$ cat config.mk
export PLATFORM = sky130hd
export DESIGN_NAME = marker_locator
export DESIGN_NICKNAME = d
export VERILOG_FILES = /design/src/rtl/cam_pkg.sv /design/src/rtl/bbox_accum.sv /design/src/rtl/marker_locator.sv
export SDC_FILE = /design/constraint.sdc
export NUM_CORES = 1
export LEC_CHECK = 0
export CAP_MARGIN = 15
export CORE_UTILIZATION = 39
export DETAILED_ROUTE_END_ITERATION = 7
export GPL_ROUTABILITY_DRIVEN = 0
export PLACE_DENSITY = 0.63
export SKIP_LAST_GASP = 1
export SLEW_MARGIN = 25
export SYNTH_ARGS = -nofsm -noshare
export SYNTH_HDL_FRONTEND = slang
export SYNTH_SLANG_ARGS = --single-unit
$ cat constraint.sdc
create_clock -name pclk -period 4.8 [get_ports pclk]
set_clock_uncertainty 0.15 [all_clocks]
set_input_delay 1.44 -clock pclk [delete_from_list [all_inputs] [get_ports pclk]]
set_output_delay 1.44 -clock pclk [all_outputs]
set_load 0.05 [all_outputs]
$ cat src/rtl/cam_pkg.sv
// -----------------------------------------------------------------------------
// cam_pkg
// Shared types and constants for the marker locator.
//   state_t              : frame tracking FSM states (SYNC, ACCUM, REPORT)
//   CAM_IMG_W/CAM_IMG_H  : default frame geometry (640x480)
//   X_W/Y_W/POS_W/CNT_W  : column, row, linear position and hit-count widths
// -----------------------------------------------------------------------------
package cam_pkg;

    localparam int unsigned CAM_IMG_W = 640;
    localparam int unsigned CAM_IMG_H = 480;

    localparam int unsigned X_W   = 10;
    localparam int unsigned Y_W   = 9;
    localparam int unsigned POS_W = 20;
    localparam int unsigned CNT_W = 19;

    typedef enum logic [1:0] {
        ST_SYNC   = 2'd0,
        ST_ACCUM  = 2'd1,
        ST_REPORT = 2'd2
    } state_t;

endpackage

$ cat src/rtl/bbox_accum.sv
// -----------------------------------------------------------------------------
// bbox_accum
// Running bounding box and saturating hit counter for one frame.
// Ports:
//   i_clk, i_reset      : clock, synchronous active-high reset
//   i_clear             : start of a new frame; forget everything seen so far
//   i_hit, i_x, i_y     : an accepted hit at column i_x, row i_y
//   o_x_min .. o_y_max  : running box (all zero while no hit has been seen)
//   o_count             : running hit count, saturating at all-ones
// -----------------------------------------------------------------------------
module bbox_accum
    import cam_pkg::*;
(
    input  logic             i_clk,
    input  logic             i_reset,
    input  logic             i_clear,
    input  logic             i_hit,
    input  logic [X_W-1:0]   i_x,
    input  logic [Y_W-1:0]   i_y,
    output logic [X_W-1:0]   o_x_min,
    output logic [X_W-1:0]   o_x_max,
    output logic [Y_W-1:0]   o_y_min,
    output logic [Y_W-1:0]   o_y_max,
    output logic [CNT_W-1:0] o_count
);

    logic [X_W-1:0]   r_x_min, r_x_max;
    logic [Y_W-1:0]   r_y_min, r_y_max;
    logic [CNT_W-1:0] r_count;
    logic             w_first;

    // A hit on the clearing cycle, or the first hit after a clear, seeds the box.
    // A saturated counter is never zero, so it cannot be mistaken for "no hits".
    assign w_first = i_clear || (r_count == '0);

    always_ff @(posedge i_clk) begin
        if (i_reset) begin
            r_x_min <= '0;
            r_x_max <= '0;
            r_y_min <= '0;
            r_y_max <= '0;
            r_count <= '0;
        end else if (i_hit && w_first) begin
            r_x_min <= i_x;
            r_x_max <= i_x;
            r_y_min <= i_y;
            r_y_max <= i_y;
            r_count <= CNT_W'(1);
        end else if (i_hit) begin
            if (i_x < r_x_min) r_x_min <= i_x;
            if (i_x > r_x_max) r_x_max <= i_x;
            if (i_y < r_y_min) r_y_min <= i_y;
            if (i_y > r_y_max) r_y_max <= i_y;
            if (r_count != '1) r_count <= r_count + 1'b1;
        end else if (i_clear) begin
            r_x_min <= '0;
            r_x_max <= '0;
            r_y_min <= '0;
            r_y_max <= '0;
            r_count <= '0;
        end
    end

    assign o_x_min = r_x_min;
    assign o_x_max = r_x_max;
    assign o_y_min = r_y_min;
    assign o_y_max = r_y_max;
    assign o_count = r_count;

endmodule

$ cat src/rtl/marker_locator.sv
// -----------------------------------------------------------------------------
// marker_locator
// Tracks a raster pixel stream, finds pixels equal to MARK_VAL and reports the
// bounding box and hit count of each complete, gap-consistent frame.
// Ports:
//   pclk, reset                 : clock, synchronous active-high reset
//   pix_valid/pix_pos/pix_data  : pixel stream (linear index + value)
//   x_min/x_max/y_min/y_max     : bounding box of the last reported frame
//   hit_count, found            : hits of last reported frame, found >= MIN_HITS
//   box_valid                   : one-cycle pulse when the outputs update
// Build option:
//   MARKER_LOCATOR_RUN_FILTER_EN : a mark counts only once it is at least the
//                                  RUN_LEN-th consecutive mark in its row.
// -----------------------------------------------------------------------------
module marker_locator
    import cam_pkg::*;
#(
    parameter int unsigned IMG_W    = CAM_IMG_W,
    parameter int unsigned IMG_H    = CAM_IMG_H,
    parameter logic [7:0]  MARK_VAL = 8'd255,
    parameter int unsigned MIN_HITS = 16,
    parameter int unsigned RUN_LEN  = 5
)(
    input  logic             pclk,
    input  logic             reset,
    input  logic             pix_valid,
    input  logic [POS_W-1:0] pix_pos,
    input  logic [7:0]       pix_data,
    output logic [X_W-1:0]   x_min,
    output logic [X_W-1:0]   x_max,
    output logic [Y_W-1:0]   y_min,
    output logic [Y_W-1:0]   y_max,
    output logic [CNT_W-1:0] hit_count,
    output logic             found,
    output logic             box_valid
);

    state_t           r_state, w_next_state;
    logic [X_W-1:0]   r_x;
    logic [Y_W-1:0]   r_y;
    logic [POS_W-1:0] w_exp_pos;
    logic             w_accept, w_mark, w_hit, w_clear;
    logic             w_last_col, w_last_row, w_last;
    logic             w_report;

    logic [X_W-1:0]   w_acc_x_min, w_acc_x_max;
    logic [Y_W-1:0]   w_acc_y_min, w_acc_y_max;
    logic [CNT_W-1:0] w_acc_count;

    logic [X_W-1:0]   r_x_min, r_x_max;
    logic [Y_W-1:0]   r_y_min, r_y_max;
    logic [CNT_W-1:0] r_hit_count;
    logic             r_found;

    assign w_exp_pos  = POS_W'(r_y) * POS_W'(IMG_W) + POS_W'(r_x);
    assign w_last_col = (r_x == X_W'(IMG_W - 1));
    assign w_last_row = (r_y == Y_W'(IMG_H - 1));
    assign w_last     = w_last_col && w_last_row;
    assign w_mark     = (pix_data == MARK_VAL);
    assign w_clear    = (r_state == ST_SYNC) && w_accept;

    // Next state; w_accept marks a pixel that belongs to the current frame.
    always_comb begin
        w_next_state = r_state;
        w_accept     = 1'b0;
        case (r_state)
            ST_SYNC: begin
                if (pix_valid && (pix_pos == '0)) begin
                    w_accept     = 1'b1;
                    w_next_state = w_last ? ST_REPORT : ST_ACCUM;
                end
            end
            ST_ACCUM: begin
                if (pix_valid) begin
                    if (pix_pos == w_exp_pos) begin
                        w_accept     = 1'b1;
                        w_next_state = w_last ? ST_REPORT : ST_ACCUM;
                    end else begin
                        w_next_state = ST_SYNC;
                    end
                end
            end
            ST_REPORT: w_next_state = ST_SYNC;
            default:   w_next_state = ST_SYNC;
        endcase
    end

    // State and raster position; position returns to 0,0 whenever we fall back
    // to SYNC so a new frame always starts from the origin.
    always_ff @(posedge pclk) begin
        if (reset) begin
            r_state <= ST_SYNC;
            r_x     <= '0;
            r_y     <= '0;
        end else begin
            r_state <= w_next_state;
            if (w_accept) begin
                if (w_last_col) begin
                    r_x <= '0;
                    r_y <= w_last_row ? '0 : r_y + 1'b1;
                end else begin
                    r_x <= r_x + 1'b1;
                end
            end else if (w_next_state == ST_SYNC) begin
                r_x <= '0;
                r_y <= '0;
            end
        end
    end

`ifdef MARKER_LOCATOR_RUN_FILTER_EN
    logic [15:0] r_run;
    logic [15:0] w_run_inc;

    assign w_run_inc = r_run + 16'd1;
    assign w_hit     = w_accept && w_mark && ({16'd0, w_run_inc} >= RUN_LEN);

    // Run length of consecutive marks in the current row, held once it reaches
    // RUN_LEN so it cannot overflow on long runs.
    always_ff @(posedge pclk) begin
        if (reset) begin
            r_run <= '0;
        end else if (w_accept) begin
            if (!w_mark || w_last_col)
                r_run <= '0;
            else if ({16'd0, r_run} < RUN_LEN)
                r_run <= w_run_inc;
        end else if (w_next_state == ST_SYNC) begin
            r_run <= '0;
        end
    end
`else
    // RUN_LEN only matters with the run filter built in.
    logic w_unused_run_len;
    assign w_unused_run_len = (RUN_LEN != 0);
    assign w_hit            = w_accept && w_mark;
`endif

    bbox_accum u_bbox_accum (
        .i_clk   (pclk),
        .i_reset (reset),
        .i_clear (w_clear),
        .i_hit   (w_hit),
        .i_x     (r_x),
        .i_y     (r_y),
        .o_x_min (w_acc_x_min),
        .o_x_max (w_acc_x_max),
        .o_y_min (w_acc_y_min),
        .o_y_max (w_acc_y_max),
        .o_count (w_acc_count)
    );

    // Output holding registers, loaded during the single REPORT cycle.
    always_ff @(posedge pclk) begin
        if (reset) begin
            r_x_min     <= '0;
            r_x_max     <= '0;
            r_y_min     <= '0;
            r_y_max     <= '0;
            r_hit_count <= '0;
            r_found     <= 1'b0;
        end else if (r_state == ST_REPORT) begin
            r_x_min     <= w_acc_x_min;
            r_x_max     <= w_acc_x_max;
            r_y_min     <= w_acc_y_min;
            r_y_max     <= w_acc_y_max;
            r_hit_count <= w_acc_count;
            r_found     <= (w_acc_count >= CNT_W'(MIN_HITS));
        end
    end

    // During REPORT the fresh values are forwarded straight from the
    // accumulator, so box_valid appears one cycle after the last pixel with the
    // matching data; reset suppresses the pulse.
    assign w_report  = (r_state == ST_REPORT) && !reset;
    assign box_valid = w_report;
    assign x_min     = w_report ? w_acc_x_min : r_x_min;
    assign x_max     = w_report ? w_acc_x_max : r_x_max;
    assign y_min     = w_report ? w_acc_y_min : r_y_min;
    assign y_max     = w_report ? w_acc_y_max : r_y_max;
    assign hit_count = w_report ? w_acc_count : r_hit_count;
    assign found     = w_report ? (w_acc_count >= CNT_W'(MIN_HITS)) : r_found;

endmodule

==> results of run 1 <==
-- logic make-up after synthesis --
logic type      count (synthesis)  share of synthesized area [%]
mux                            61                          8.387
simple gates                  267                          17.53
flops                         136                          33.49
compound gates                250                          22.47
xor+xnor                       31                          3.940
buf+inv                       106                          4.925
fa+ha+maj                      59                          9.264
-- metal layers --
layer	part of all wire (%)	vias to the layer above	GRT usage, %
met5	0	-	0
met4	1.1	0	5.052
met3	3.9	17	4.406
met2	47	155	32.98
met1	48	3338	26.13
li1	-	3567	-
-- cell usage in the layout (no fill, tap or decap), types with 6 or more instances in the layout --
cell,Yosys,routed
nand2b_1,9,9
dfxtp_1,136,136
nand4_1,17,17
or2_2,6,6
nor2b_1,10,10
a21oi_1,53,52
xor2_1,12,12
o21ai_0,48,47
and3_1,16,15
and4_1,7,7
buf_4,0,33
xnor2_1,16,16
clkdlybuf4s50_1,0,30
nand3_1,46,46
inv_1,52,52
o21a_1,7,7
ha_1,57,57
nor2_1,44,43
buf_12,0,59
o31ai_1,9,9
clkbuf_16,0,17
nor3_1,12,12
mux2_2,57,57
nand2_1,55,55
a22o_1,76,76
nor4_1,16,16
a31oi_1,6,6
a21o_1,6,6
-- how the worst min path moves through the flow --
stage               startpoint  endpoint  slack, ps  cells after the start
floorplan              r_found   r_found        270                      2
global placement       r_found   r_found        280                      2
detailed placement     r_found   r_found        280                      2
CTS                    r_found   r_found        290                      2
global route           r_found   r_found        310                      2
finish                 r_found   r_found        290                      2
-- flip-flops by register name, indices dropped and copies added, names as in the netlist --
signal,flops
r_x_min,10
u_bbox_accum.o_y_min,9
r_y_min,9
u_bbox_accum.o_x_max,10
r_x_max,10
r_y_max,9
r_found,1
r_x,10
r_y,9
u_bbox_accum.o_count,19
u_bbox_accum.o_x_min,10
r_hit_count,19
r_state,2
u_bbox_accum.o_y_max,9
-- power breakdown --
group          total [W]  internal [W]  leakage (nW)    switching (W)
Clock            0.00141      0.000907         0.301         0.000507
Combinational  0.0000798     0.0000383          2.68        0.0000416
Sequential       0.00113       0.00113          1.09  0.0000000000254
-- tightest hold or removal path, cell delays in order, from the launching register on --
cell and delay, ps:
dfxtp_1 310, nand2_1 50, nand2_1 40
-- per-stage QoR --
stage / hold slack, ps / std cells
2_1_floorplan: 272.5 / 910
3_3_place_gp: 279.7 / 1249
3_5_place_dp: 283.3 / 1249
4_1_cts: 293.7 / 1280
5_1_grt: 309.0 / 1280
6_report: 291.6 / 1280
-- area by class of cell --
cell class,count,share of cell area [%]
Inverter,53,1.866
Sequential cell,136,25.54
Clock inverter,11,1.584
Clock buffer,20,4.377
Timing Repair Buffer,122,16.22
Tap cell,270,3.169
Multi-Input combinational cell,668,47.25
==> out/results.ini, run 1 <==
[worst_hold_path]
hold_path_class=reg2reg

[synthesis]
ys_seq_area_share_pct=33.49
synthArstFlopShare_pct=0
syn_avg_cell_area_um2=8.934
synth_edf_count=0
yosysWarningCount=0
synth-seq-cells=136
synth_nets=1000
netlist_area_um2=8130
yosysUniqueCellTypes=73
synthTopCellsByCount=dfxtp_1, a22o_1, ha_1, mux2_2, nand2_1
yosys.area.top_type=dfxtp_1
syn_inst=910
synth_area_leaders=dfxtp_1, ha_1, a22o_1
synth_top_area_share_pct=33.49
yosys.cell_count.top_type=dfxtp_1
synth_top_flop_cell=dfxtp_1

[worst_setup_path]
critPathCapture=y_min[7]
cp_num_cells=6
worst_ep_required_time_ps=3210
cp.arrival_ps=3040
critPathSlowestCell=clkdlybuf4s50_1
cp.buffers_inverters=4
endpoint_kind=output port
path_cells=clkdlybuf4s50_1 -> clkinv_1 -> and3_4 -> buf_12 -> mux2_2 -> buf_12
rr_worst_depth=15
r2r_start=r_y[3]
critPathTopFamily=buffers and inverters
r2r_slack_ps=450
crit_start=reset
critPathKind=in2out
worstSetupStartpointType=primary input
critPathMaxStageDelay_ps=430
cp_common_cell=buf_12
crit_fanout=44
reg2reg_to=u_bbox_accum.o_x_min[6]

[cells_and_area]
n_fill_cell=1837
syn_to_final_growth_pct=31.13
regArea_um2=2723
layout-drive-gt1-share_pct=20.30
design_area_um2=10660
post-route-util_pct=52.35
final_nets=1088
antenna_cells=0
multi_input_area_um2=5037

[timing]
fin_crit_sh_pct=96.47
tns_ps=0
fin_crit_ps=4630
setup_ws_ps=169.6
rsz0062_at_grt=no
worst_slew_pin_slew_ps=687.2
slew_violations=0
max_freq_mhz=216.0
setup-violations-final=0
hold_violations=0
slew_headroom_pct=53.98

[placement]
dp_slack_ps=169.9
port_buffers=89
post_dp_cell_area_um2=10020
dpl.hpwl_mm=15.11

[clock_tree]
hold_buffers=0
cts_sinks=136
cts_tree=done
cts-root-buf=clkbuf_16
clock_latency_ps=420
post_cts_resized=0
numCtsBuffers=17
path_clk_slew_ps=60
htree_levels=4
cts_setup_buffers=0
clockBufferDepth=2

[die]
std_cell_rows=52
initial_utilization_pct=39.92
die_width_um=146.4
die_y_um=146.4
core_area_um2=20360
die-area_um2=21430
ios=90

[global_routing]
grt_pass1_vias=6643
grt_max_degree=47
antenna_found_initial=0
overflow=0
grt_first_pass_wirelength_mm=34.43
grtUsageTotal_pct=19.91

[detailed_routing]
viasPerCell=5.529
vias=7077
postRouteAntennaNets=0
drt-total-wl_mm=20.64
drc=0
first_pass_iters=5
post_drt_wl_per_cell_um=16.12
drt-initial-drc-count=400

[status]
status=complete, no violations

[pwr]
finalPower_w=0.002623
power_leakage_nw=4.074
ir_drop_v=0.0002472
p_per_area_nw_per_um2=246.1

[job]
cap_viol_max_count=0

Note: power is estimated with default switching activity, not from simulation.
==> inputs of run 2 (changes only) <==
- CORE_MARGIN: default -> 5
==> run 2 against run 1 <==
First-iteration DRC count grew 2.0%; final cell count shrank 0.39%; count of clock-buffer cells in the layout is the same; critical path type unchanged; flip-flop and latch count is the same.
==> out/results.ini, run 2 (synthesis gave the netlist of run 1 again) <==
[worst_setup_path]
r2r_slack_ps=460  ; was 450 ps
worstSetupStartpointType=primary input  ; unchanged
critPathMaxStageDelay_ps=440  ; was 430 ps
worst_ep_required_time_ps=3210  ; about the same
path_cells=clkdlybuf4s50_1 -> clkinv_1 -> and3_4 -> buf_12 -> mux2_2 -> buf_12  ; unchanged
cp_common_cell=buf_12  ; unchanged
reg2reg_to=u_bbox_accum.o_count[7]  ; was u_bbox_accum.o_x_min[6]
endpoint_kind=output port  ; unchanged
cp.arrival_ps=3050  ; was 3040 ps
cp.buffers_inverters=4  ; unchanged
crit_fanout=48  ; was 44
critPathKind=in2out  ; unchanged
critPathTopFamily=buffers and inverters  ; unchanged
critPathSlowestCell=clkdlybuf4s50_1  ; unchanged
r2r_start=r_y[4]  ; was r_y[3]
rr_worst_depth=12  ; was 15

[global_routing]
gr-usage-met2_pct=29.10  ; was 32.98%
busiest_layer=met2  ; unchanged
gr-usage-met1_pct=23.61  ; was 26.13%
grtUsageMet3_pct=3.325  ; was 4.406%
overflow=0  ; unchanged
grtUsageTotal_pct=17.49  ; was 19.91%
antenna_found_initial=0  ; unchanged
grt_first_pass_wirelength_mm=34.55  ; was 34.43 mm
grt_max_degree=51  ; was 47
grt_pass1_vias=6707  ; was 6643

[die]
ios=90  ; unchanged
die_y_um=154.4  ; was 146.4 um
std_cell_rows=52  ; unchanged
die_width_um=154.4  ; was 146.4 um
die-area_um2=23830  ; was 21430 um^2
initial_utilization_pct=39.92  ; unchanged
core_area_um2=20360  ; unchanged

[worst_hold_path]
hold_path_class=reg2reg  ; unchanged
min_path_cells=2  ; unchanged
worst_hold_path.endpoint=r_found  ; unchanged
worstHoldStart=r_found  ; unchanged

[timing]
fin_crit_sh_pct=96.64  ; was 96.47%
max_freq_mhz=215.6  ; was 216.0 MHz
slew_headroom_pct=49.98  ; was 53.98%
setup-violations-final=0  ; unchanged
fin_crit_ps=4639  ; was 4630 ps
rsz0062_at_grt=no  ; unchanged
setup_ws_ps=161.4  ; was 169.6 ps
tns_ps=0  ; unchanged
worst_slew_pin_slew_ps=748.6  ; was 687.2 ps
slew_violations=0  ; unchanged
hold_violations=0  ; unchanged

[clock_tree]
clockBufferDepth=2  ; unchanged
htree_levels=4  ; unchanged
cts_tree=done  ; unchanged
cts_setup_buffers=0  ; unchanged
hold_buffers=0  ; unchanged
clock_latency_ps=420  ; about the same
numCtsBuffers=17  ; unchanged
cts-root-buf=clkbuf_16  ; unchanged
post_cts_resized=0  ; unchanged
cts_sinks=136  ; unchanged
path_clk_slew_ps=60  ; about the same

[placement]
port_buffers=89  ; unchanged
dpl.hpwl_mm=15.55  ; was 15.11 mm
dp_slack_ps=161.7  ; was 169.9 ps
post_dp_cell_area_um2=9998  ; was 10020 um^2

[cells_and_area]
layout_commonest_cell=dfxtp_1  ; unchanged
layout-drive-gt1-share_pct=19.60  ; was 20.30%
layout_common_cells=dfxtp_1, a22o_1, buf_12, mux2_2, ha_1  ; unchanged
final_nets=1083  ; was 1088
syn_to_final_growth_pct=30.23  ; was 31.13%
design_area_um2=10590  ; was 10660 um^2
antenna_cells=0  ; unchanged

[detailed_routing]
viasPerCell=5.594  ; was 5.529
first_pass_iters=5  ; unchanged
drt-initial-drc-count=408  ; was 400
postRouteAntennaNets=0  ; unchanged
drt-total-wl_mm=21.31  ; was 20.64 mm
vias=7132  ; was 7077
post_drt_wl_per_cell_um=16.72  ; was 16.12 um
drc=0  ; unchanged

[pwr]
p_per_area_nw_per_um2=238.7  ; was 246.1 nW/um^2
ir_drop_v=0.0002962  ; was 0.0002472 V
power_leakage_nw=4.018  ; was 4.074 nW

[status]
status=complete, no violations  ; unchanged

[job]
cap_viol_max_count=0  ; unchanged

==> run 2: changes by cell type in the layout (fill, tap and decap cells not counted) <==
| cell | delta |
|---|---|
| clkbuf_8 | -3 |
| clkinv_2 | -1 |
| clkinvlp_4 | +1 |
| buf_12 | +1 |
| bufinv_16 | -1 |
| buf_4 | -6 |
| clkbuf_1 | +3 |
| clkinv_4 | +1 |
==> run 2: layout make-up <==
type	count	area (um^2)
Fill cell	1804	9777
Multi-Input combinational cell	668	5037
Sequential cell	136	2723
Timing Repair Buffer	117	1704
Clock buffer	20	436.7
Tap cell	270	337.8
Inverter	53	198.9
Clock inverter	11	150.1
==> run 2: tightest hold or removal path, cell delays in order (launching register included) <==
cell	delay (ps)
dfxtp_1	300
nand2_1	50
nand2_1	40
==> run 2: worst max path at each step <==
stage	startpoint	end	slack, ps	cells past startpoint
6_report	reset	hit_count[18]	160	6
5_1_grt	reset	y_min[0]	120	6
4_1_cts	reset	x_min[9]	160	6
3_5_place_dp	reset	x_min[9]	160	6
3_3_place_gp	reset	hit_count[18]	170	6
2_1_floorplan	reset	found	190	6
==> run 2: stage by stage <==
| stage | util [%] | cells | hold WS (ps) | power [W] |
|---|---|---|---|---|
| after global routing | 51.99 | 1275 | 311.8 | 0.002604 |
| after detailed placement | 49.10 | 1244 | 284.3 | 0.001235 |
| final | 51.99 | 1275 | 292.7 | 0.002527 |
| after global placement | 49.10 | 1244 | 280.1 | 0.001234 |
| after floorplan | - | 910 | 272.5 | 0.001192 |
| after CTS | 51.98 | 1275 | 293.7 | 0.002542 |
==> run 2: routing by layer <==
layer | share of wire [%] | wire length, um
met5 | 0 | 0
met1 | 47 | 10100
met3 | 4.1 | 883
met4 | 1.1 | 237
met2 | 47 | 10090
==> run 2: report_power, final <==
part	internal [W]	switching, W
Combinational	0.0000378	0.0000430
Clock	0.000815	0.000503
Sequential	0.00113	0.0000000000253
Total	0.00198	0.000546
==> inputs of run 3 (changes only) <==
- CTS_CLUSTER_DIAMETER: default -> 200
- SLEW_MARGIN: 25 -> 20
==> run 3 against run 2 <==
Combinational power about the same; routed wire length about the same; power about the same; worst hold slack about the same; register-to-register slack about the same; critical path type unchanged; non-clock buffer count unchanged; count of clock-buffer cells in the layout unchanged; maximum frequency about the same; clock power about the same; final cell count unchanged; die area unchanged.
==> out/results.ini, run 3 (synthesis gave the netlist of run 1 again) <==
[status]
status=complete, no violations  ; unchanged

[worst_setup_path]
cp.buffers_inverters=4  ; unchanged
worstSetupStartpointType=primary input  ; unchanged
crit_fanout=48  ; unchanged
cp_common_cell=buf_12  ; unchanged
cp.arrival_ps=3050  ; about the same
worst_ep_required_time_ps=3210  ; about the same
critPathMaxStageDelay_ps=440  ; about the same
critPathSlowestCell=clkdlybuf4s50_1  ; unchanged
path_cells=clkdlybuf4s50_1 -> clkinv_1 -> and3_4 -> buf_12 -> mux2_2 -> buf_12  ; unchanged
endpoint_kind=output port  ; unchanged
critPathKind=in2out  ; unchanged
critPathTopFamily=buffers and inverters  ; unchanged

[die]
initial_utilization_pct=39.92  ; unchanged
core_area_um2=20360  ; unchanged
die_y_um=154.4  ; unchanged
die-area_um2=23830  ; unchanged
die_width_um=154.4  ; unchanged
std_cell_rows=52  ; unchanged
ios=90  ; unchanged

[cells_and_area]
antenna_cells=0  ; unchanged
layout_commonest_cell=dfxtp_1  ; unchanged
syn_to_final_growth_pct=30.19  ; was 30.23%
layout_common_cells=dfxtp_1, a22o_1, buf_12, mux2_2, ha_1  ; unchanged
final_nets=1083  ; unchanged
layout-drive-gt1-share_pct=19.50  ; was 19.60%

[clock_tree]
cts_setup_buffers=0  ; unchanged
cts-root-buf=clkbuf_16  ; unchanged
cts_sinks=136  ; unchanged
hold_buffers=0  ; unchanged
htree_levels=4  ; unchanged
cts_tree=done  ; unchanged
post_cts_resized=0  ; unchanged
clockBufferDepth=2  ; unchanged
numCtsBuffers=17  ; unchanged
clock_latency_ps=420  ; about the same
path_clk_slew_ps=60  ; about the same

[timing]
worst_slew_pin_slew_ps=1105  ; was 748.6 ps
setup-violations-final=0  ; unchanged
hold_violations=0  ; unchanged
tns_ps=0  ; unchanged
slew_headroom_pct=26.04  ; was 49.98%
rsz0062_at_grt=no  ; unchanged
max_freq_mhz=215.6  ; about the same
slew_violations=0  ; unchanged
fin_crit_sh_pct=96.65  ; was 96.64%
fin_crit_ps=4639  ; about the same

[placement]
port_buffers=89  ; unchanged
dpl.hpwl_mm=15.55  ; unchanged

[global_routing]
antenna_found_initial=0  ; unchanged
grt_first_pass_wirelength_mm=34.55  ; unchanged
grtUsageTotal_pct=17.49  ; unchanged
overflow=0  ; unchanged
grt_pass1_vias=6707  ; unchanged
grt_max_degree=51  ; unchanged

[detailed_routing]
postRouteAntennaNets=0  ; unchanged
first_pass_iters=6  ; was 5
drc=0  ; unchanged
post_drt_wl_per_cell_um=16.71  ; was 16.72 um
viasPerCell=5.581  ; was 5.594
drt-total-wl_mm=21.30  ; was 21.31 mm
vias=7116  ; was 7132
drt-initial-drc-count=415  ; was 408

[job]
cap_viol_max_count=0  ; unchanged

[pwr]
seqPwrFrac_pct=44.7  ; about the same
combPwrFrac_pct=3.2  ; about the same
switching_share_pct=21.58  ; was 21.60%
internal_power_w=0.001981  ; about the same
finalPower_w=0.002527  ; about the same
switchingPower_w=0.0005452  ; was 0.0005459 W
clkPwrFrac_pct=52.1  ; about the same
p_per_area_nw_per_um2=238.7  ; about the same
ir_drop_v=0.0002962  ; about the same
power_leakage_nw=4.019  ; was 4.018 nW

[worst_hold_path]
hold_path_class=reg2reg  ; unchanged

-- run 3: cell types whose count changed in the layout (fill, tap and decap cells not counted) --
cell    before  now
nor2_1      43   44
nor2_2       1    0
-- run 3: final cells by class --
type / count / area, um^2
fill: 1805 / 9779
clock inverter: 11 / 150.1
sequential: 136 / 2723
timing repair buffer: 117 / 1704
tap: 270 / 337.8
multi-input combinational: 668 / 5035
clock buffer: 20 / 436.7
inverter: 53 / 198.9
-- run 3: worst paths after layout --
kind / end / startpoint / slack [ps] / cells after the start
worst min-delay path: r_found / r_found / 290 / 2
worst max register to register: u_bbox_accum.o_count[7] / r_y[4] / 460 / 12
worst max-delay path: hit_count[18] / reset / 160 / 6
worst min register to register: r_found / r_found / 290 / 2
-- run 3: stage by stage --
| stage | hold WS, ps | cells | cell area (um^2) | util, % | worst slack (ps) |
|---|---|---|---|---|---|
| final | 292.7 | 1275 | 10590 | 51.98 | 161.0 |
| after detailed placement | 284.3 | 1244 | 9998 | 49.10 | 161.7 |
| after CTS | 293.7 | 1275 | 10590 | 51.98 | 162.9 |
| after global placement | 280.1 | 1244 | 9998 | 49.10 | 166.8 |
| after floorplan | 272.5 | 910 | 8143 | - | 187.7 |
| after global routing | 311.8 | 1275 | 10590 | 51.98 | 115.6 |
-- run 3: power by group through the flow --
stage               sequential [W]  combinational, W  clock, W
floorplan                  0.00115         0.0000388         0
finish                     0.00113         0.0000809   0.00132
CTS                        0.00113         0.0000814   0.00133
global route               0.00113         0.0000870   0.00139
detailed placement         0.00115         0.0000812         0
global placement           0.00115         0.0000809         0
-- run 3: per-layer routing --
layer  vias to the layer above  track usage (%)  wire length [um]
li1                       3554                -                 -
met1                      3380            23.61             10100
met2                       165            29.10             10070
met3                        17            3.325               890
met4                         0            3.995               236
met5                         -                0                 0
-- run 3: worst reg2reg max path, delay by kind of cell, from the launching register on --
kind	cells	cell delay, ps
compound gates	7	2160
simple gates	2	640
flops	1	460
xor+xnor	1	240
fa+ha+maj	2	610
